===== src/rtl/uart_tx_arbiter_pkg.sv =====
// Shared types for the UART TX arbiter: frame format enums, arbiter state and pointer sizing.
package uart_tx_arbiter_pkg;

  typedef enum logic [2:0] {
    uart_5 = 3'd0,
    uart_6 = 3'd1,
    uart_7 = 3'd2,
    uart_8 = 3'd3,
    uart_9 = 3'd4
  } uart_size;

  typedef enum logic [1:0] {
    uart_9600   = 2'd0,
    uart_19200  = 2'd1,
    uart_57600  = 2'd2,
    uart_115200 = 2'd3
  } uart_freq;

  typedef enum logic [1:0] {
    ARB_IDLE  = 2'd0,
    ARB_ISSUE = 2'd1,
    ARB_WAIT  = 2'd2
  } uart_arb_state_t;

  localparam int ARB_DATA_W = 9;
  localparam int ARB_SIZE_W = 3;

  // Pointer width; a single requester still gets a 1-bit pointer.
  function automatic int arb_idx_w(input int n);
    return (n > 1) ? $clog2(n) : 1;
  endfunction

endpackage


===== src/rtl/uart_tx_arbiter_if.sv =====
// Requester and uart_tx side signals of the arbiter; master = arbiter, slave = environment.
interface uart_tx_arbiter_if
  import uart_tx_arbiter_pkg::*;
#(
  parameter int N = 4
);
  localparam int IDX_W = arb_idx_w(N);
  localparam int FW    = $bits(uart_freq);

  // valid/ready: a requester holds valid and its frame fields stable until the
  // single-cycle o_req_ready pulse on its lane; that pulse is the acceptance.
  logic [N-1:0]            i_req_valid;
  logic [N*ARB_DATA_W-1:0] i_req_data;
  logic [N*ARB_SIZE_W-1:0] i_req_size;
  logic [N*FW-1:0]         i_req_freq;
  logic [N-1:0]            i_req_lock;
  logic [N-1:0]            o_req_ready;
  logic [N-1:0]            o_grant;
  logic                    o_busy;
  logic                    o_tx_we;
  logic [ARB_DATA_W-1:0]   o_tx_data;
  uart_size                o_tx_size;
  uart_freq                o_tx_freq;
  logic                    i_tx_done;
  uart_arb_state_t         o_dbg_state;
  logic [IDX_W-1:0]        o_dbg_ptr;

  modport master (
    input  i_req_valid, i_req_data, i_req_size, i_req_freq, i_req_lock, i_tx_done,
    output o_req_ready, o_grant, o_busy, o_tx_we, o_tx_data, o_tx_size, o_tx_freq,
    output o_dbg_state, o_dbg_ptr
  );

  modport slave (
    output i_req_valid, i_req_data, i_req_size, i_req_freq, i_req_lock, i_tx_done,
    input  o_req_ready, o_grant, o_busy, o_tx_we, o_tx_data, o_tx_size, o_tx_freq,
    input  o_dbg_state, o_dbg_ptr
  );

endinterface


===== src/rtl/uart_tx_arbiter_rr_pick.sv =====
// Combinational round-robin search: first set bit of valid_i starting at ptr_i, wrapping mod N.
module rr_pick
  import uart_tx_arbiter_pkg::*;
#(
  parameter int N = 4
) (
  input  logic [N-1:0]               valid_i,
  input  logic [arb_idx_w(N)-1:0]    ptr_i,
  output logic [arb_idx_w(N)-1:0]    idx_o,
  output logic                       found_o
);
  localparam int IDX_W = arb_idx_w(N);

  logic [IDX_W-1:0] k;

  // Scan from the farthest offset down so the nearest valid lane is written last.
  always_comb begin
    idx_o = '0;
    k     = '0;
    for (int i = N - 1; i >= 0; i--) begin
      k = IDX_W'((int'(ptr_i) + i) % N);
      if (valid_i[k]) idx_o = k;
    end
  end

  assign found_o = |valid_i;

endmodule


===== src/rtl/uart_tx_arbiter.sv =====
// Round-robin arbiter sharing one uart_tx between N requesters.
// Optional macro UART_TX_ARB_LOCK_EN: a locked owner is re-granted on done for back-to-back frames.
module uart_tx_arbiter
  import uart_tx_arbiter_pkg::*;
#(
  parameter int N = 4
) (
  input logic               i_clk,
  input logic               i_rst,
  uart_tx_arbiter_if.master bus
);
  localparam int IDX_W = arb_idx_w(N);
  localparam int FW    = $bits(uart_freq);

  uart_arb_state_t       state_q;
  logic [IDX_W-1:0]      ptr_q;
  logic [IDX_W-1:0]      winner_q;
  logic [N-1:0]          grant_q;
  logic [N-1:0]          ready_q;
  logic                  busy_q;
  logic                  we_q;
  logic [ARB_DATA_W-1:0] data_q;
  uart_size              size_q;
  uart_freq              freq_q;

  logic [IDX_W-1:0]      pick_idx;
  logic                  pick_found;
  logic [IDX_W-1:0]      lat_idx;
  logic [IDX_W-1:0]      ptr_d;
  logic [ARB_DATA_W-1:0] data_d;
  uart_size              size_d;
  uart_freq              freq_d;
  logic                  relock;

  rr_pick #(.N(N)) u_pick (
    .valid_i (bus.i_req_valid),
    .ptr_i   (ptr_q),
    .idx_o   (pick_idx),
    .found_o (pick_found)
  );

`ifdef UART_TX_ARB_LOCK_EN
  assign relock = bus.i_req_lock[winner_q] & bus.i_req_valid[winner_q];
`else
  logic unused_lock;
  assign unused_lock = ^bus.i_req_lock;
  assign relock      = 1'b0;
`endif

  // A re-grant latches the current owner's next frame; otherwise the search result.
  assign lat_idx = (state_q == ARB_WAIT) ? winner_q : pick_idx;
  assign data_d  = bus.i_req_data[int'(lat_idx)*ARB_DATA_W +: ARB_DATA_W];
  assign size_d  = uart_size'(bus.i_req_size[int'(lat_idx)*ARB_SIZE_W +: ARB_SIZE_W]);
  assign freq_d  = uart_freq'(bus.i_req_freq[int'(lat_idx)*FW +: FW]);
  assign ptr_d   = (winner_q == IDX_W'(N - 1)) ? '0 : winner_q + 1'b1;

  always_ff @(posedge i_clk) begin
    if (i_rst) begin
      state_q  <= ARB_IDLE;
      ptr_q    <= '0;
      winner_q <= '0;
      grant_q  <= '0;
      ready_q  <= '0;
      busy_q   <= 1'b0;
      we_q     <= 1'b0;
      data_q   <= '0;
      size_q   <= uart_8;
      freq_q   <= uart_freq'(0);
    end else begin
      we_q    <= 1'b0;
      ready_q <= '0;
      unique case (state_q)
        ARB_IDLE: begin
          if (pick_found) begin
            winner_q <= pick_idx;
            data_q   <= data_d;
            size_q   <= size_d;
            freq_q   <= freq_d;
            grant_q  <= N'(1) << pick_idx;
            busy_q   <= 1'b1;
            state_q  <= ARB_ISSUE;
          end
        end
        ARB_ISSUE: begin
          we_q    <= 1'b1;
          ready_q <= grant_q;
          state_q <= ARB_WAIT;
        end
        ARB_WAIT: begin
          // we_q is high only in the first WAIT cycle, where a leftover done is ignored.
          if (!we_q && bus.i_tx_done) begin
            if (relock) begin
              data_q  <= data_d;
              size_q  <= size_d;
              freq_q  <= freq_d;
              state_q <= ARB_ISSUE;
            end else begin
              ptr_q   <= ptr_d;
              grant_q <= '0;
              busy_q  <= 1'b0;
              state_q <= ARB_IDLE;
            end
          end
        end
        default: state_q <= ARB_IDLE;
      endcase
    end
  end

  assign bus.o_req_ready = ready_q;
  assign bus.o_grant     = grant_q;
  assign bus.o_busy      = busy_q;
  assign bus.o_tx_we     = we_q;
  assign bus.o_tx_data   = data_q;
  assign bus.o_tx_size   = size_q;
  assign bus.o_tx_freq   = freq_q;
  assign bus.o_dbg_state = state_q;
  assign bus.o_dbg_ptr   = ptr_q;

endmodule


===== src/flat_wrapper.sv =====
// flat-port wrapper written by rule: the top's interface ports become plain ports
module uart_tx_arbiter_flat import uart_tx_arbiter_pkg::*;
#(
  parameter int N = 4
)
  (i_clk, i_rst, bus_i_req_valid, bus_i_req_data, bus_i_req_size, bus_i_req_freq, bus_i_req_lock, bus_i_tx_done, bus_o_req_ready, bus_o_grant, bus_o_busy, bus_o_tx_we, bus_o_tx_data, bus_o_tx_size, bus_o_tx_freq, bus_o_dbg_state, bus_o_dbg_ptr);
  uart_tx_arbiter_if #(.N(N)) bus_i ();
  input logic i_clk;
  input logic i_rst;
  input wire logic [$bits(bus_i.i_req_valid)-1:0] bus_i_req_valid;
  input wire logic [$bits(bus_i.i_req_data)-1:0] bus_i_req_data;
  input wire logic [$bits(bus_i.i_req_size)-1:0] bus_i_req_size;
  input wire logic [$bits(bus_i.i_req_freq)-1:0] bus_i_req_freq;
  input wire logic [$bits(bus_i.i_req_lock)-1:0] bus_i_req_lock;
  input wire logic [$bits(bus_i.i_tx_done)-1:0] bus_i_tx_done;
  output wire logic [$bits(bus_i.o_req_ready)-1:0] bus_o_req_ready;
  output wire logic [$bits(bus_i.o_grant)-1:0] bus_o_grant;
  output wire logic [$bits(bus_i.o_busy)-1:0] bus_o_busy;
  output wire logic [$bits(bus_i.o_tx_we)-1:0] bus_o_tx_we;
  output wire logic [$bits(bus_i.o_tx_data)-1:0] bus_o_tx_data;
  output wire logic [$bits(bus_i.o_tx_size)-1:0] bus_o_tx_size;
  output wire logic [$bits(bus_i.o_tx_freq)-1:0] bus_o_tx_freq;
  output wire logic [$bits(bus_i.o_dbg_state)-1:0] bus_o_dbg_state;
  output wire logic [$bits(bus_i.o_dbg_ptr)-1:0] bus_o_dbg_ptr;
  assign bus_i.i_req_valid = bus_i_req_valid;
  assign bus_i.i_req_data = bus_i_req_data;
  assign bus_i.i_req_size = bus_i_req_size;
  assign bus_i.i_req_freq = bus_i_req_freq;
  assign bus_i.i_req_lock = bus_i_req_lock;
  assign bus_i.i_tx_done = bus_i_tx_done;
  assign bus_o_req_ready = bus_i.o_req_ready;
  assign bus_o_grant = bus_i.o_grant;
  assign bus_o_busy = bus_i.o_busy;
  assign bus_o_tx_we = bus_i.o_tx_we;
  assign bus_o_tx_data = bus_i.o_tx_data;
  assign bus_o_tx_size = bus_i.o_tx_size;
  assign bus_o_tx_freq = bus_i.o_tx_freq;
  assign bus_o_dbg_state = bus_i.o_dbg_state;
  assign bus_o_dbg_ptr = bus_i.o_dbg_ptr;
  uart_tx_arbiter #(.N(N)) u_core (.i_clk(i_clk), .i_rst(i_rst), .bus(bus_i));
endmodule

===== config.mk =====
export PLATFORM = sky130hd
export DESIGN_NAME = uart_tx_arbiter_flat
export DESIGN_NICKNAME = d
export VERILOG_FILES = /design/src/rtl/uart_tx_arbiter_pkg.sv /design/src/rtl/uart_tx_arbiter_if.sv /design/src/rtl/uart_tx_arbiter_rr_pick.sv /design/src/rtl/uart_tx_arbiter.sv /design/src/flat_wrapper.sv
export SDC_FILE = /design/constraint.sdc
export NUM_CORES = 1
export LEC_CHECK = 0
export CAP_MARGIN = 5
export CORE_MARGIN = 2
export CORE_UTILIZATION = 30
export CTS_CLUSTER_DIAMETER = 80
export CTS_CLUSTER_SIZE = 40
export DETAILED_ROUTE_END_ITERATION = 10
export GPL_TIMING_DRIVEN = 0
export PLACE_DENSITY = 0.71
export SLEW_MARGIN = 10
export SYNTH_ARGS = -nofsm -noshare
export SYNTH_HDL_FRONTEND = slang
export SYNTH_SLANG_ARGS = --single-unit

===== constraint.sdc =====
create_clock -name i_clk -period 1.82 [get_ports i_clk]
set_clock_uncertainty 0.15 [all_clocks]
set_input_delay 0.364 -clock i_clk [delete_from_list [all_inputs] [get_ports i_clk]]
set_output_delay 0.364 -clock i_clk [all_outputs]
set_load 0.01 [all_outputs]

## After elaboration in Yosys (flattened, before gate mapping)

Index checks and enable logic that the tools add are counted.

- $add $sub $neg: 4
- $mul: 2
- $lt $le $gt $ge: 4
- Equality and inequality tests: 5
- Shift-type cells: 4
- Mux-type cells: 24
- Bitwise operators: 1
- Reductions and logical operators: 10

Operator list:

| kind | number |
|---|---|
| $shiftx 36x32->9 | 1 |
| $shiftx 12x32->3 | 1 |
| $mux 2 | 8 |
| $lt 2x3->1 const B | 4 |
| $bmux 1 s2 | 4 |
| $mux 4 | 2 |
| $pmux 4 s2 | 1 |
| $shiftx 8x4->2 | 1 |
| $mux 1 | 7 |
| $mul 2x4->6 const B | 1 |
| $pmux 2 s3 | 1 |
| $reduce_and 2->1 | 3 |
| $add 2x1->2 const B | 2 |
| $add 2x2->2 const B | 2 |
| $eq 2x2->1 const B | 2 |
| $mul 2x2->4 const B | 1 |
| $reduce_or 4->1 | 1 |
| $shl 1x2->4 const A | 1 |
| $reduce_and 3->1 | 1 |
| $eq 2x1->1 const B | 1 |
| $logic_not 2->1 | 1 |
| $ne 2x1->1 const B | 1 |
| $ne 2x2->1 const B | 1 |
| $pmux 1 s2 | 1 |
| other kinds (5) | 5 |

- Register bits: 30
- Input bits: 67
- Output and inout port bits: 28
- Logic and storage cells: 64

## Depth between registers and ports, before layout

Gate-level depths: netlist of the first run.

- Depth after elaboration: 10
- Mapped depth: 7
- Mapped depth without buffers: 5

## Modules after synthesis

Synthesis of the first run repeated with hierarchy kept, for this count alone.

- Cell total of the unflattened synthesis: 177
- Area total of the unflattened synthesis: 1610.3 um^2

By module, submodules not included:

| module | instances | cells an instance | area an instance (um^2) | sequential area each (um^2) |
|---|---|---|---|---|
| uart_tx_arbiter | 1 | 164 | 1532.7 | 600.6 |
| rr_pick | 1 | 13 | 77.6 | 0.0 |

## Worst setup path before layout of the first run

OpenSTA, ideal clock, no wires.

- Kind: input-to-reg
- Start: input port bus_i_req_valid[1]
- End: register u_core.data_q[0] (netlist: u_core.bus.o_tx_data[0])
- Setup time: 0.095 ns
- Data arrival time: 1.612 ns
- Data required time: 1.575 ns
- Slack: -0.038 ns
- Stages on the path: 7
- Buffers on the path: 2
- Cell sequence: and2b_1 -> o2bb2ai_1 -> o31a_1 -> buf_6 -> buf_8 -> mux2i_1 -> a221oi_1

- Longest elaborated chain between the ends: 9
- Elaborated cells between the ends (all ways): 17
- Classes of those cells: mul: 1; shift: 1; mux: 13; reduce/logical: 2

Ends and longest elaborated chain:

| item | RTL line | text |
|---|---|---|
| start: declaration | flat_wrapper.sv:10 | `input wire logic [$bits(bus_i.i_req_valid)-1:0] bus_i_req_valid;` |
| $bmux 1 s2 | uart_tx_arbiter_rr_pick.sv:22 | `if (valid_i[k]) idx_o = k;` |
| $mux 1 (implied by the code) | uart_tx_arbiter_rr_pick.sv:22 |  |
| $mux 2 (4 in series) | uart_tx_arbiter_rr_pick.sv:22 |  |
| $mux 2 | uart_tx_arbiter.sv:51 | `assign lat_idx = (state_q == ARB_WAIT) ? winner_q : pick_idx;` |
| $mul 2x4->6 | uart_tx_arbiter.sv:52 | `assign data_d = bus.i_req_data[int'(lat_idx)*ARB_DATA_W +: ARB_DATA_W];` |
| $shiftx 36x32->9 | uart_tx_arbiter.sv:52 |  |
| end signal: assignment | uart_tx_arbiter.sv:76 | `data_q <= data_d;` |
| end signal: assignment | uart_tx_arbiter.sv:93 | `data_q <= data_d;` |
| end: declaration | uart_tx_arbiter.sv:22 | `logic [ARB_DATA_W-1:0] data_q;` |

Several ways; a longest one is shown, not always the timed one. The select of a mux whose other input is x is not followed.
A chain may end at the register's enable or synchronous reset.

## Worst setup path in the final report of the first run

- Start: register u_core.ptr_q[1] (netlist: u_core.bus.o_dbg_ptr[1])
- End: register u_core.size_q[2] (netlist: u_core.bus.o_tx_size[2])

- Longest elaborated chain between the ends: 10
- Elaborated cells between the ends (all ways): 18
- Classes of those cells: add/sub: 3; mul: 1; shift: 1; mux: 13

Ends and longest elaborated chain:

| item | RTL line | text |
|---|---|---|
| start: declaration | uart_tx_arbiter.sv:16 | `logic [IDX_W-1:0] ptr_q;` |
| start signal: assignment | uart_tx_arbiter.sv:98 | `ptr_q <= ptr_d;` |
| $add 2x2->2 | uart_tx_arbiter_rr_pick.sv:21 | `k = IDX_W'((int'(ptr_i) + i) % N);` |
| $bmux 1 s2 | uart_tx_arbiter_rr_pick.sv:22 |  |
| $mux 1 (implied by the code) | uart_tx_arbiter_rr_pick.sv:22 |  |
| $mux 2 (3 in series) | uart_tx_arbiter_rr_pick.sv:22 |  |
| $mux 2 (*) | uart_tx_arbiter_rr_pick.sv:22 |  |
| $mux 2 (*) | uart_tx_arbiter.sv:51 |  |
| $mul 2x2->4 (*) | uart_tx_arbiter.sv:53 | `assign size_d = uart_size'(bus.i_req_size[int'(lat_idx)*ARB_SIZE_W +: ARB_SIZE_W]);` |
| $shiftx 12x32->3 (*) | uart_tx_arbiter.sv:53 |  |
| end signal: assignment | uart_tx_arbiter.sv:67 | `size_q <= uart_8;` |
| end signal: assignment | uart_tx_arbiter.sv:77 | `size_q <= size_d;` |
| end signal: assignment | uart_tx_arbiter.sv:94 | `size_q <= size_d;` |
| end: declaration | uart_tx_arbiter.sv:23 | `uart_size size_q;` |

Every way passes the cells marked *; elsewhere a longest branch is shown, timed or not. The select of a mux whose other input is x is not followed.

==> results of run 1 <==
-- cells by family (layout without fill, tap and decap cells) --
| family | Yosys count | count (layout) | synth area share (%) |
|---|---|---|---|
| adder cells (fa/ha/maj) | 1 | 1 | 0.7885 |
| multiplexers | 30 | 30 | 19.16 |
| AND/OR/NAND/NOR | 41 | 41 | 13.49 |
| AO/OA/AOI/OAI | 49 | 49 | 23.27 |
| buffers and inverters | 14 | 120 | 5.441 |
| flip-flops | 30 | 30 | 37.86 |
-- power groups by stage --
stage               Clock [W]  Combinational, W  Sequential (W)
CTS                  0.000642          0.000717        0.000773
global route         0.000679          0.000809        0.000783
floorplan                   0          0.000287        0.000813
finish               0.000627          0.000749        0.000774
global placement            0          0.000659        0.000782
detailed placement          0          0.000662        0.000785
-- cell usage after synthesis --
cell and number:
dfxtp_1 30, mux2i_1 27, nor2_1 13, a221oi_1 12, o21bai_1 12, a21oi_1 8, nand2_1 6, clkbuf_1 5
and2_1 4, inv_1 4, nand4_1 4, a32oi_1 3, mux2_2 3, o21ai_0 3, buf_4 2, buf_6 2
nand2b_1 2, nand3_1 2, nor2b_1 2, nor3_2 2, o211ai_1 2, o2bb2ai_1 2, o311ai_0 2, or3_1 2
a21boi_1 1, a21oi_2 1, a221o_1 1, and2b_1 1, buf_8 1, ha_1 1, nor3_1 1, nor4_1 1
o21a_1 1, o31a_1 1, or2_2 1
-- cell type report --
| cell class | count | area [sq um] | area share (%) |
|---|---|---|---|
| flip-flops and latches | 30 | 606.8 | 21.08 |
| plain buffers | 9 | 87.58 | 3.042 |
| repair buffers | 99 | 969.7 | 33.68 |
| multi-input cells | 121 | 1002 | 34.81 |
| inverters | 4 | 15.01 | 0.5215 |
| clock buffers | 8 | 110.1 | 3.824 |
| well taps | 70 | 87.58 | 3.042 |
-- sequential cells by signal, summed over array words and instances, names as in the netlist, 2 cells and up --
register,flops
u_core.bus.o_tx_freq,2
u_core.bus.o_dbg_state,2
u_core.bus.o_req_ready,4
u_core.bus.o_tx_data,9
u_core.bus.o_dbg_ptr,2
u_core.bus.o_grant,4
u_core.winner_q,2
u_core.bus.o_tx_size,3
-- routing by layer --
layer	share of wire, %	vias up	routed length (um)	GRT usage, %
li1	-	835	-	-
met1	42	771	2071	20.64
met2	49	68	2431	28.42
met3	8.4	7	420	7.059
met4	1.2	0	59	4.909
met5	0	-	0	0
-- layout by cell type, fill, tap and decap left out, drive strengths merged, types with 2 or more instances in the layout --
| master | synthesis | routed |
|---|---|---|
| nand4 | 4 | 4 |
| nand2 | 6 | 6 |
| clkdlybuf4s50 | 0 | 85 |
| nand3 | 2 | 2 |
| a221oi | 12 | 12 |
| dfxtp | 30 | 30 |
| a32oi | 3 | 3 |
| nor2b | 2 | 2 |
| a21oi | 9 | 9 |
| nand2b | 2 | 2 |
| o211ai | 2 | 2 |
| mux2 | 3 | 3 |
| clkbuf | 5 | 13 |
| o311ai | 2 | 2 |
| o2bb2ai | 2 | 2 |
| nor2 | 13 | 13 |
| and2 | 4 | 4 |
| inv | 4 | 4 |
| o21ai | 3 | 3 |
| nor3 | 3 | 3 |
| or3 | 2 | 2 |
| o21bai | 12 | 12 |
| mux2i | 27 | 27 |
| buf | 5 | 16 |
-- per-stage QoR --
step	area (sq um)	worst slack [ns]	setup TNS, ns	power, W	utilization (%)
after floorplan	1594	0.007295	0	0.001100	-
after global placement	2582	-0.7257	-15.17	0.001441	50.56
after detailed placement	2582	-0.7466	-15.59	0.001448	50.56
after CTS	2799	-0.02923	-0.1410	0.002131	54.80
after global routing	2879	-0.1264	-1.117	0.002270	56.37
final	2879	-0.02021	-0.04003	0.002151	56.37
-- worst max-delay path: cells and delay by family (launching register included) --
family	cells	cell delay [ns]
compound gates	2	0.52
mux	2	0.32
buf+inv	2	0.30
flops	1	0.38
simple gates	1	0.09
-- what timing repair did --
item	in CTS	in global routing
setup buffers	6	3
gates resized for setup	27	18
hold buffers	0	0
pin swaps	11	8
endpoints found under the setup margin	25	21
-- worst max path at each step --
stage	slack, ns	depth (start not counted)	from	to
2_1_floorplan	0.007	7	bus_i_req_valid[1]	u_core.bus.o_tx_data[0]
3_3_place_gp	-0.73	6	bus_i_req_valid[1]	u_core.bus.o_tx_data[6]
3_5_place_dp	-0.75	6	bus_i_req_valid[1]	u_core.bus.o_tx_size[2]
4_1_cts	-0.03	8	bus_i_req_valid[0]	u_core.bus.o_tx_size[2]
5_1_grt	-0.13	7	u_core.bus.o_dbg_ptr[1]	u_core.bus.o_tx_size[2]
6_report	-0.02	7	u_core.bus.o_dbg_ptr[1]	u_core.bus.o_tx_size[2]
==> results.md, run 1 <==
- Status: complete, but fails checks
- Failing checks: setup timing
- 1st-iter DRT viols: 42
- Cell variety after synth: 35
- Synth Register Bits: 30
- Initial DRT Pass Iterations: 4
- Yosys warnings: 0
- Cell taking the most area after synthesis: dfxtp_1
- Post-DRT Antenna Nets: 0
- Most numerous cell on the critical path: mux2i_1
- Share of layout cells above drive strength 1: 19.93%
- Clock-pin slew on the worst setup and hold paths: 0.06 ns
- Slew Viols, Final: 0
- DP Cell Count: 325
- I/O pin total: 95
- Arr. time, crit path: 1.88 ns
- Die area: 5886 sq um
- Combinational Power Share: 34.8%
- Filler Cell Count: 482
- Synth area leaders: dfxtp_1 (38%), mux2i_1 (17%), a221oi_1 (6.6%), o21bai_1 (5.7%), nor2_1 (3.1%)
- Startpoint types: flip-flop
- Seq pwr share: 36.0%
- Crit Path Class: flip-flop to flip-flop
- Antenna cells: 0
- Sink Count: 30
- Detailed Place HPWL: 3625 um
- Cells after Synth: 165
- Net Count, Synth: 233
- Largest net degree at the start of global routing: 11
- Crit. End Element: flip-flop
- Root buffer cell: clkbuf_8
- Mapped cell area: 1587 sq um
- RSZ-0062 raised after global routing: true
- Nets: 338
- Worst setup margin: -0.02021 ns
- Worst slew margin: 69.16%
- All-Layer GR Usage: 17.26%
- Antenna violations before repair: 0
- Pleak: 1.189 nW
- Synth Area per Inst: 9.615 sq um
- P_int: 0.001541 W
- Via total after detailed routing: 1681
- I/O Buffers: 90
- PwrDens: 747.0 nW/um^2
- Gpl congestion: 0.7591
- Finished Layout Cells: 341
- Final setup fails: 2
- Global-route wire length before repair: 8231 um
- Min-Delay Path Depth: 1
- P&R area growth vs syn: 81.47%
- Core area: 5107 sq um
- CTS tree: yes
- R2r setup slk: -0.02 ns
- Top fanout value on the critical path: 10
- Hold path startpoint: u_core.bus.o_grant[1]
- Width of the chip: 76.72 um
- Drt drc: 0
- Max IR drop VDD: 0.4417 mV
- Num CTS Buffers: 5
- Share of the synthesized area in the top cell type: 37.85%
- Clk buf depth: 2
- R2R cell count: 7
- Fmax: 543.4 MHz
- Minimum hold slack: 0.3350 ns
- Worst R2R Start: u_core.bus.o_dbg_ptr[1]
- Final wirelength: 4983 um
- Wire length per cell: 14.61 um
- Vias in the first global route: 1717
- Worst path slowest cell: dfxtp_4
- Max Cap Viol: 0
- Vias per cell: 4.930
- Capturing point of the worst reg2reg path: u_core.bus.o_tx_size[2]
- Clk_lat worst skew: 0.28 ns
- Worst-path cell chain: mux2i_1 -> nor2_1 -> o31a_1 -> buf_6 -> buf_12 -> mux2i_1 -> a221oi_2
- Overflow after GRT: 0
- Period minus WS final: 1.840 ns
- Die Height: 76.72 um
- Switching fraction of total power: 28.32%
- Worst slew pin tran: 0.4625 ns
- Clock power frac: 29.2%
- Initial Util: 31.06%
- Psw: 0.0006091 W
- Req. time, crit path: 1.86 ns
- Row cnt: 26
- Hold worst-path end: u_core.bus.o_req_ready[1]
- Seq/Total Area, Yosys: 37.85%
- Largest stage delay, worst path: 0.38 ns
- CTS H-tree lvls: 2
- Hold crit path type: flip-flop to flip-flop
- Final Hold Viols: 0
- Tcrit/Tclk final: 101.1%
Power figures use the tool's default switching activity.
==> run 2: changes to the inputs <==
--- a/config.mk
+++ b/config.mk
@@ -7,12 +7,12 @@
 export LEC_CHECK = 0
 export CAP_MARGIN = 5
 export CORE_MARGIN = 2
-export CORE_UTILIZATION = 30
+export CORE_UTILIZATION = 34
 export CTS_CLUSTER_DIAMETER = 80
 export CTS_CLUSTER_SIZE = 40
 export DETAILED_ROUTE_END_ITERATION = 10
 export GPL_TIMING_DRIVEN = 0
-export PLACE_DENSITY = 0.71
+export PLACE_DENSITY = 0.79
 export SLEW_MARGIN = 10
 export SYNTH_ARGS = -nofsm -noshare
 export SYNTH_HDL_FRONTEND = slang
==> run 2 against run 1 <==
  * The flow now finishes without violations
  * Critical path depth is the same
  * Clock power is 21% lower
  * Critical path type unchanged
  * Routed wire length is 2.1% lower
  * Largest cell class unchanged
  * Critical endpoint is now u_core.bus.o_tx_data[0]
==> results.md, run 2 (same netlist as run 1, synthesis figures left out) <==
- Worst slack at placement: -0.7267 ns (+0.01988 ns)
- Vias per cell: 5.253 (+6.6%)
- Clock-pin slew on the worst setup and hold paths: 0.06 ns (about the same)
- Largest register FFs: 9 (unchanged)
- Worst path slowest cell: dfxtp_4
- Global-route wire length before repair: 7555 um (-8.2%)
- Share of layout cells above drive strength 1: 18.75% (-1.2 points)
- Most frequent cells in the layout: clkdlybuf4s50_1 (86), dfxtp_1 (26), mux2i_1 (25)
- Minimum hold slack: 0.3290 ns (-0.006002 ns)
- Root buffer cell: clkbuf_8
- Die Height: 72.31 um (-5.7%)
- Req. time, crit path: 1.85 ns (about the same)
- Fmax: 549.6 MHz (+1.1%)
- Sink Count: 30 (unchanged)
- Final wirelength: 4879 um (-2.1%)
- Via total after detailed routing: 1702 (+1.2%)
- Worst slew pin tran: 0.5105 ns (+0.04796 ns)
- Nets: 340 (+0.59%)
- Largest net degree at the start of global routing: 11 (unchanged)
- Crit Path Class: flip-flop to flip-flop
- Core area: 4414 sq um (-14%)
- Worst setup margin: 0.0006380 ns (+0.02084 ns)
- Fin area: 2848 sq um (-1.1%)
- Antenna violations before repair: 0 (unchanged)
- Max Cap Viol: 0 (unchanged)
- Final setup fails: 0 (-2)
- Final Hold Viols: 0 (unchanged)
- Slew Viols, Final: 0 (unchanged)
- P&R area growth vs syn: 79.50%
- Num CTS Buffers: 5 (unchanged)
- Period minus WS final: 1.819 ns (-0.02084 ns)
- Vias in the first global route: 1607 (-6.4%)
- Drt drc: 0 (unchanged)
- Wire length per cell: 15.06 um (+3.1%)
- All-Layer GR Usage: 18.77% (+1.5 points)
- Crit. End Element: flip-flop
- Largest stage delay, worst path: 0.38 ns (about the same)
- Clk buf depth: 2 (unchanged)
- Initial Util: 35.94% (+4.9 points)
- I/O Buffers: 90 (unchanged)
- Overflow after GRT: 0 (unchanged)
- CTS tree: yes
- Gpl congestion: 0.7700 (+1.4%)
- Status: completed
- Worst-path cell chain: mux2i_1 -> nor2_1 -> o31a_1 -> buf_6 -> clkbuf_16 -> mux2i_1 -> a221oi_1
- Die area: 5229 sq um (-11%)
- Startpoint types: flip-flop
- Post-DRT Antenna Nets: 0 (unchanged)
- Initial DRT Pass Iterations: 4 (unchanged)
- Post-CTS Hold Buffers: 0 (unchanged)
- CTS H-tree lvls: 2 (unchanged)
- Top fanout value on the critical path: 6 (-4)
- Hold crit path type: flip-flop to flip-flop
- Clk_lat worst skew: 0.28 ns (about the same)
- Finished Layout Cells: 324 (-5.0%)
- Most numerous cell on the critical path: mux2i_1
- DP Area: 2560 sq um (-0.87%)
- I/O pin total: 95 (unchanged)
- Detailed Place HPWL: 3438 um (-5.1%)
- Worst slew margin: 65.97% (-3.2 points)
- 1st-iter DRT viols: 49 (+17%)
- Max IR drop VDD: 0.3740 mV (-15%)
- PwrDens: 714.6 nW/um^2 (-4.3%)
- Pleak: 1.169 nW (-1.6%)
- Tcrit/Tclk final: 99.96% (-1.1 points)
- Setup tns final: 0 ns (+0.04003 ns)
- Antenna cells: 0 (unchanged)
- Row cnt: 24 (-7.7%)
- Arr. time, crit path: 1.85 ns (-0.03 ns)
- Commonest non-fill, non-tap cell in the layout: clkdlybuf4s50_1
- RSZ-0062 raised after global routing: true
- DP Cell Count: 307 (-5.5%)
- Width of the chip: 72.31 um (-5.7%)
==> run 2: cell count changes in the layout (fill, tap and decap cells not counted), sizes merged <==
cell / before / now
clkbuf: 13 / 14
clkdlybuf4s50: 85 / 86
dlymetal6s2s: 1 / 0
==> run 2: final timing paths <==
kind / start / end / slack (ns) / depth (start not counted)
worst min-delay path: u_core.bus.o_grant[1] / u_core.bus.o_grant[1] / 0.33 / 2
worst max register to register: u_core.bus.o_dbg_ptr[1] / u_core.bus.o_tx_data[0] / 0.0006 / 7
worst max-delay path: u_core.bus.o_dbg_ptr[1] / u_core.bus.o_tx_data[0] / 0.0006 / 7
worst min register to register: u_core.bus.o_grant[1] / u_core.bus.o_grant[1] / 0.33 / 2
==> run 2: repair_timing <==
| item | CTS | global route |
|---|---|---|
| resized for setup | 23 | 19 |
| buffers inserted | 5 | 4 |
| setup endpoints to repair | 25 | 26 |
| pin swaps | 13 | 10 |
| gates cloned | 0 | 1 |
==> run 2: worst max-delay path, delay by kind of cell (launching register included) <==
kind / cells / cell delay (ns)
and+or+nand+nor: 1 / 0.08
buffers and inverters: 2 / 0.31
muxes: 2 / 0.29
DFF: 1 / 0.38
AOI/OAI and AO/OA: 2 / 0.51
==> run 2: routing by layer <==
layer	share of wire, %	vias to the layer above	GRT usage [%]
met3	7.4	9	6.667
li1	-	842	-
met4	1.4	0	6.499
met5	0	-	0
met1	43	798	21.89
met2	48	53	31.80
==> run 2: stage by stage <==
| step | util [%] | power, W |
|---|---|---|
| 6_report | 64.51 | 0.002035 |
| 5_1_grt | 64.51 | 0.002143 |
| 4_1_cts | 61.96 | 0.001987 |
| 3_5_place_dp | 57.99 | 0.001445 |
| 3_3_place_gp | 57.99 | 0.001437 |
| 2_1_floorplan | - | 0.001100 |
==> run 2: where the power goes <==
part	switching [W]	leakage (nW)	total, W	internal (W)
Combinational	0.000320	0.882	0.000768	0.000448
Clock	0.000231	0.0383	0.000493	0.000262
Sequential	0.0000454	0.249	0.000774	0.000728
==> run 2: layout make-up <==
cell class | count | area (sq um)
Inverter | 4 | 15.01
Tap cell | 52 | 65.06
Buffer | 10 | 87.58
Fill cell | 362 | 1567
Multi-Input combinational cell | 121 | 991.0
Clock buffer | 7 | 76.32
Sequential cell | 30 | 608.1
Timing Repair Buffer | 100 | 1005
==> run 3: changes to the inputs <==
--- a/config.mk
+++ b/config.mk
@@ -5,9 +5,9 @@
 export SDC_FILE = /design/constraint.sdc
 export NUM_CORES = 1
 export LEC_CHECK = 0
+export ABC_AREA = 1
 export CAP_MARGIN = 5
-export CORE_MARGIN = 2
-export CORE_UTILIZATION = 34
+export CORE_UTILIZATION = 38
 export CTS_CLUSTER_DIAMETER = 80
 export CTS_CLUSTER_SIZE = 40
 export DETAILED_ROUTE_END_ITERATION = 10
==> run 3 against run 2 <==
  * The run now ends with setup timing left
  * Synthesized cell count is 110% higher
  * Combinational power is 81% higher
  * Routed wire length rose by 34%
  * Cell area is 23% higher
  * Total power increased by 36%
  * Non-clock buffer count up 13
  * Maximum frequency fell by 9.0%
  * Area after synthesis grew 34%
  * Critical path depth is 9 higher
  * Clock power grew 13%
  * Count of clock-buffer cells in the layout down 1
  * Register-to-register slack lost 0.18 ns
==> results.md, run 3 <==
- 1st-iter DRT viols: 95 (+94%)
- Slew Viols, Final: 0 (unchanged)
- Share of the synthesized area in the top cell type: 28.20% (-9.7 points)
- Largest stage delay, worst path: 0.35 ns (-0.03 ns)
- P&R area growth vs syn: 65.04%
- Final setup fails: 15 (+15)
- Arr. time, crit path: 2.03 ns (+0.18 ns)
- PwrDens: 785.2 nW/um^2 (+9.9%)
- Top fanout value on the critical path: 7 (+1)
- Detailed Place HPWL: 4494 um (+31%)
- Worst path slowest cell: dfxtp_2
- Cell taking the most area after synthesis: dfxtp_1
- Clk_lat worst skew: 0.28 ns (about the same)
- Status: complete, but fails checks
- Final Hold Viols: 0 (unchanged)
- Initial Util: 40.66% (+4.7 points)
- Core area: 5238 sq um (+19%)
- Most frequent cells in the layout: clkdlybuf4s50_1 (86), inv_1 (77), nand3_1 (62)
- I/O Buffers: 90 (unchanged)
- Hold path startpoint: u_core.bus.o_grant[3]
- Worst R2R Start: u_core.bus.o_dbg_ptr[0]
- Startpoint types: flip-flop
- Largest register FFs: 9 (unchanged)
- Main synth FF type: dfxtp_1
- Worst slew pin tran: 0.4278 ns (-0.08270 ns)
- List of most frequent post-synthesis cells: inv_1 (79), nand3_1 (70), nand2_1 (65)
- Worst setup margin: -0.1787 ns (-0.1793 ns)
- Most numerous cell on the critical path: nand2_2
- Final wirelength: 6532 um (+34%)
- Drt drc: 0 (unchanged)
- RSZ-0062 raised after global routing: true
- Yosys warnings: 0 (unchanged)
- DP Area: 3120 sq um (+22%)
- Share of layout cells above drive strength 1: 17.90% (-0.85 points)
- I/O pin total: 95 (unchanged)
- Wire length per cell: 12.37 um (-18%)
- Fraction of registers with async set/reset: 0% (unchanged)
- Most common cell in the netlist: inv_1
- Clock-pin slew on the worst setup and hold paths: 0.06 ns (about the same)
- Failing checks: setup timing
- Fin area: 3515 sq um (+23%)
- Max IR drop VDD: 0.3732 mV (-0.19%)
- Overflow after GRT: 0 (unchanged)
- Period minus WS final: 1.999 ns (+0.1793 ns)
- Antenna cells: 0 (unchanged)
- Mapped cell area: 2130 sq um (+34%)
- Worst slew margin: 71.22% (+5.3 points)
- Die Height: 76.86 um (+6.3%)
- Nets: 525 (+54%)
- Num CTS Buffers: 5 (unchanged)
- Largest net degree at the start of global routing: 11 (unchanged)
- Synth Area per Inst: 6.209 sq um (-35%)
- Net Count, Synth: 411 (+76%)
- Global-route wire length before repair: 10560 um (+40%)
- Synth area leaders: dfxtp_1 (28%), nand3_1 (16%), inv_1 (14%), nand2_1 (11%), nor2_1 (6.3%)
- Sink Count: 30 (unchanged)
- Clk buf depth: 2 (unchanged)
- Antenna violations before repair: 0 (unchanged)
- Post-DRT Antenna Nets: 0 (unchanged)
- Fmax: 500.3 MHz (-9.0%)
- Filler Cell Count: 447 (+23%)
- All-Layer GR Usage: 22.05% (+3.3 points)
- Crit Path Class: flip-flop to flip-flop
- Max Cap Viol: 0 (unchanged)
- CTS tree: yes
- EDFF count, synth: 0 (unchanged)
- Cells after Synth: 343 (+110%)
- Initial DRT Pass Iterations: 4 (unchanged)
- Post-CTS Hold Buffers: 0 (unchanged)
- Hold crit path type: flip-flop to flip-flop
- Row cnt: 26 (+8.3%)
- Seq/Total Area, Yosys: 28.20% (-9.7 points)
- Die area: 5907 sq um (+13%)
- Worst-path cell chain: buf_6 -> inv_6 -> nand2_2 -> nand3_2 -> nand2_2 -> nand3_2 -> nand2_2 -> nand2_2 -> nand3_4 -> buf_8 -> buf_12 -> nand3_1 -> nand3_1 -> nand3_1 -> nand2_1 -> inv_1
- Width of the chip: 76.86 um (+6.3%)
- Synth Register Bits: 30 (unchanged)
- Req. time, crit path: 1.85 ns (about the same)
- Setup tns final: -2.047 ns (-2.047 ns)
- Vias in the first global route: 2379 (+48%)
- CP startpoint: u_core.bus.o_dbg_ptr[0]
- CTS H-tree lvls: 2 (unchanged)
- Via total after detailed routing: 2472 (+45%)
- Tcrit/Tclk final: 109.8% (+9.9 points)
- Commonest non-fill, non-tap cell in the layout: clkdlybuf4s50_1
- Vias per cell: 4.682 (-11%)
- Gpl congestion: 0.9053 (+18%)
- Crit. End Element: flip-flop
- Pleak: 1.782 nW (+52%)
- Cell variety after synth: 31 (-11%)
- Root buffer cell: clkbuf_8
[run 3: cell count changes in the layout (fill, tap and decap cells not counted), sizes merged, moves of 4 or more]
cell / previous run / this run
nand2: 6 / 71
a221oi: 12 / 0
nor2: 13 / 37
buf: 16 / 26
o21bai: 12 / 0
nand3: 2 / 81
inv: 4 / 82
dlygate4sd2: 1 / 5
mux2i: 27 / 0
[run 3: layer usage]
layer / global-route usage (%) / vias up / part of all wire, %
li1: - / 1278 / -
met1: 26.95 / 1076 / 42
met2: 38.04 / 104 / 49
met3: 5.238 / 14 / 7.5
met4: 6.346 / 0 / 2.1
met5: 0 / - / 0
[run 3: cell type report]
type | instances | area [sq um] | share of cell area [%]
clock buffer | 6 | 82.58 | 2.350
inverter | 82 | 312.8 | 8.900
clock inverter | 2 | 12.51 | 0.3560
multi-input combinational | 215 | 1156 | 32.89
sequential | 30 | 605.6 | 17.23
tap | 70 | 87.58 | 2.492
buffer | 16 | 175.2 | 4.984
timing repair buffer | 107 | 1082 | 30.79
[run 3: stage by stage]
stage	util (%)	setup WS [ns]	instances	hold WS [ns]	power, W
2_1_floorplan	-	0.02533	343	0.3146	0.001516
3_3_place_gp	59.58	-0.5900	503	0.2870	0.001956
3_5_place_dp	59.58	-0.6334	503	0.2872	0.001978
4_1_cts	64.93	-0.08499	526	0.2978	0.002674
5_1_grt	67.10	-0.2959	528	0.3170	0.002943
6_report	67.10	-0.1787	528	0.2945	0.002760
[run 3: what timing repair did]
item | CTS | global route
gates cloned | 3 | 2
pin swaps | 8 | 7
setup endpoints to repair | 17 | 17
buffers inserted | 12 | 0
gates resized for setup | 30 | 16
[run 3: final timing paths]
check	cells after the start	endpoint	slack, ns
hold / removal	2	u_core.bus.o_req_ready[3]	0.29
setup reg to reg	16	u_core.bus.o_tx_data[4]	-0.18
setup / recovery	16	u_core.bus.o_tx_data[4]	-0.18
hold reg to reg	2	u_core.bus.o_req_ready[3]	0.29
[run 3: critical path, delay by kind of cell (launching register included)]
family        cells  cell delay [ns]
buf+inv           5             0.48
flops             1             0.35
simple gates     11             0.91
[run 3: kinds of logic (layout without fill, tap and decap cells)]
group                    Yosys count  count (layout)  synth area share [%]
AND/OR/NAND/NOR                  195             195                 44.18
buffers and inverters             98             213                 22.15
AO/OA/AOI/OAI                     19              19                 4.877
flip-flops                        30              30                 28.20
adder cells (fa/ha/maj)            1               1                0.5875
[run 3: report_power, final]
part | switching, W | total [W] | internal [W] | leakage [nW]
logic | 0.000674 | 0.00139 | 0.000715 | 1.49
registers | 0.0000613 | 0.000812 | 0.000751 | 0.249
clock network | 0.000256 | 0.000559 | 0.000303 | 0.0472
total | 0.000991 | 0.00276 | 0.00177 | 1.78
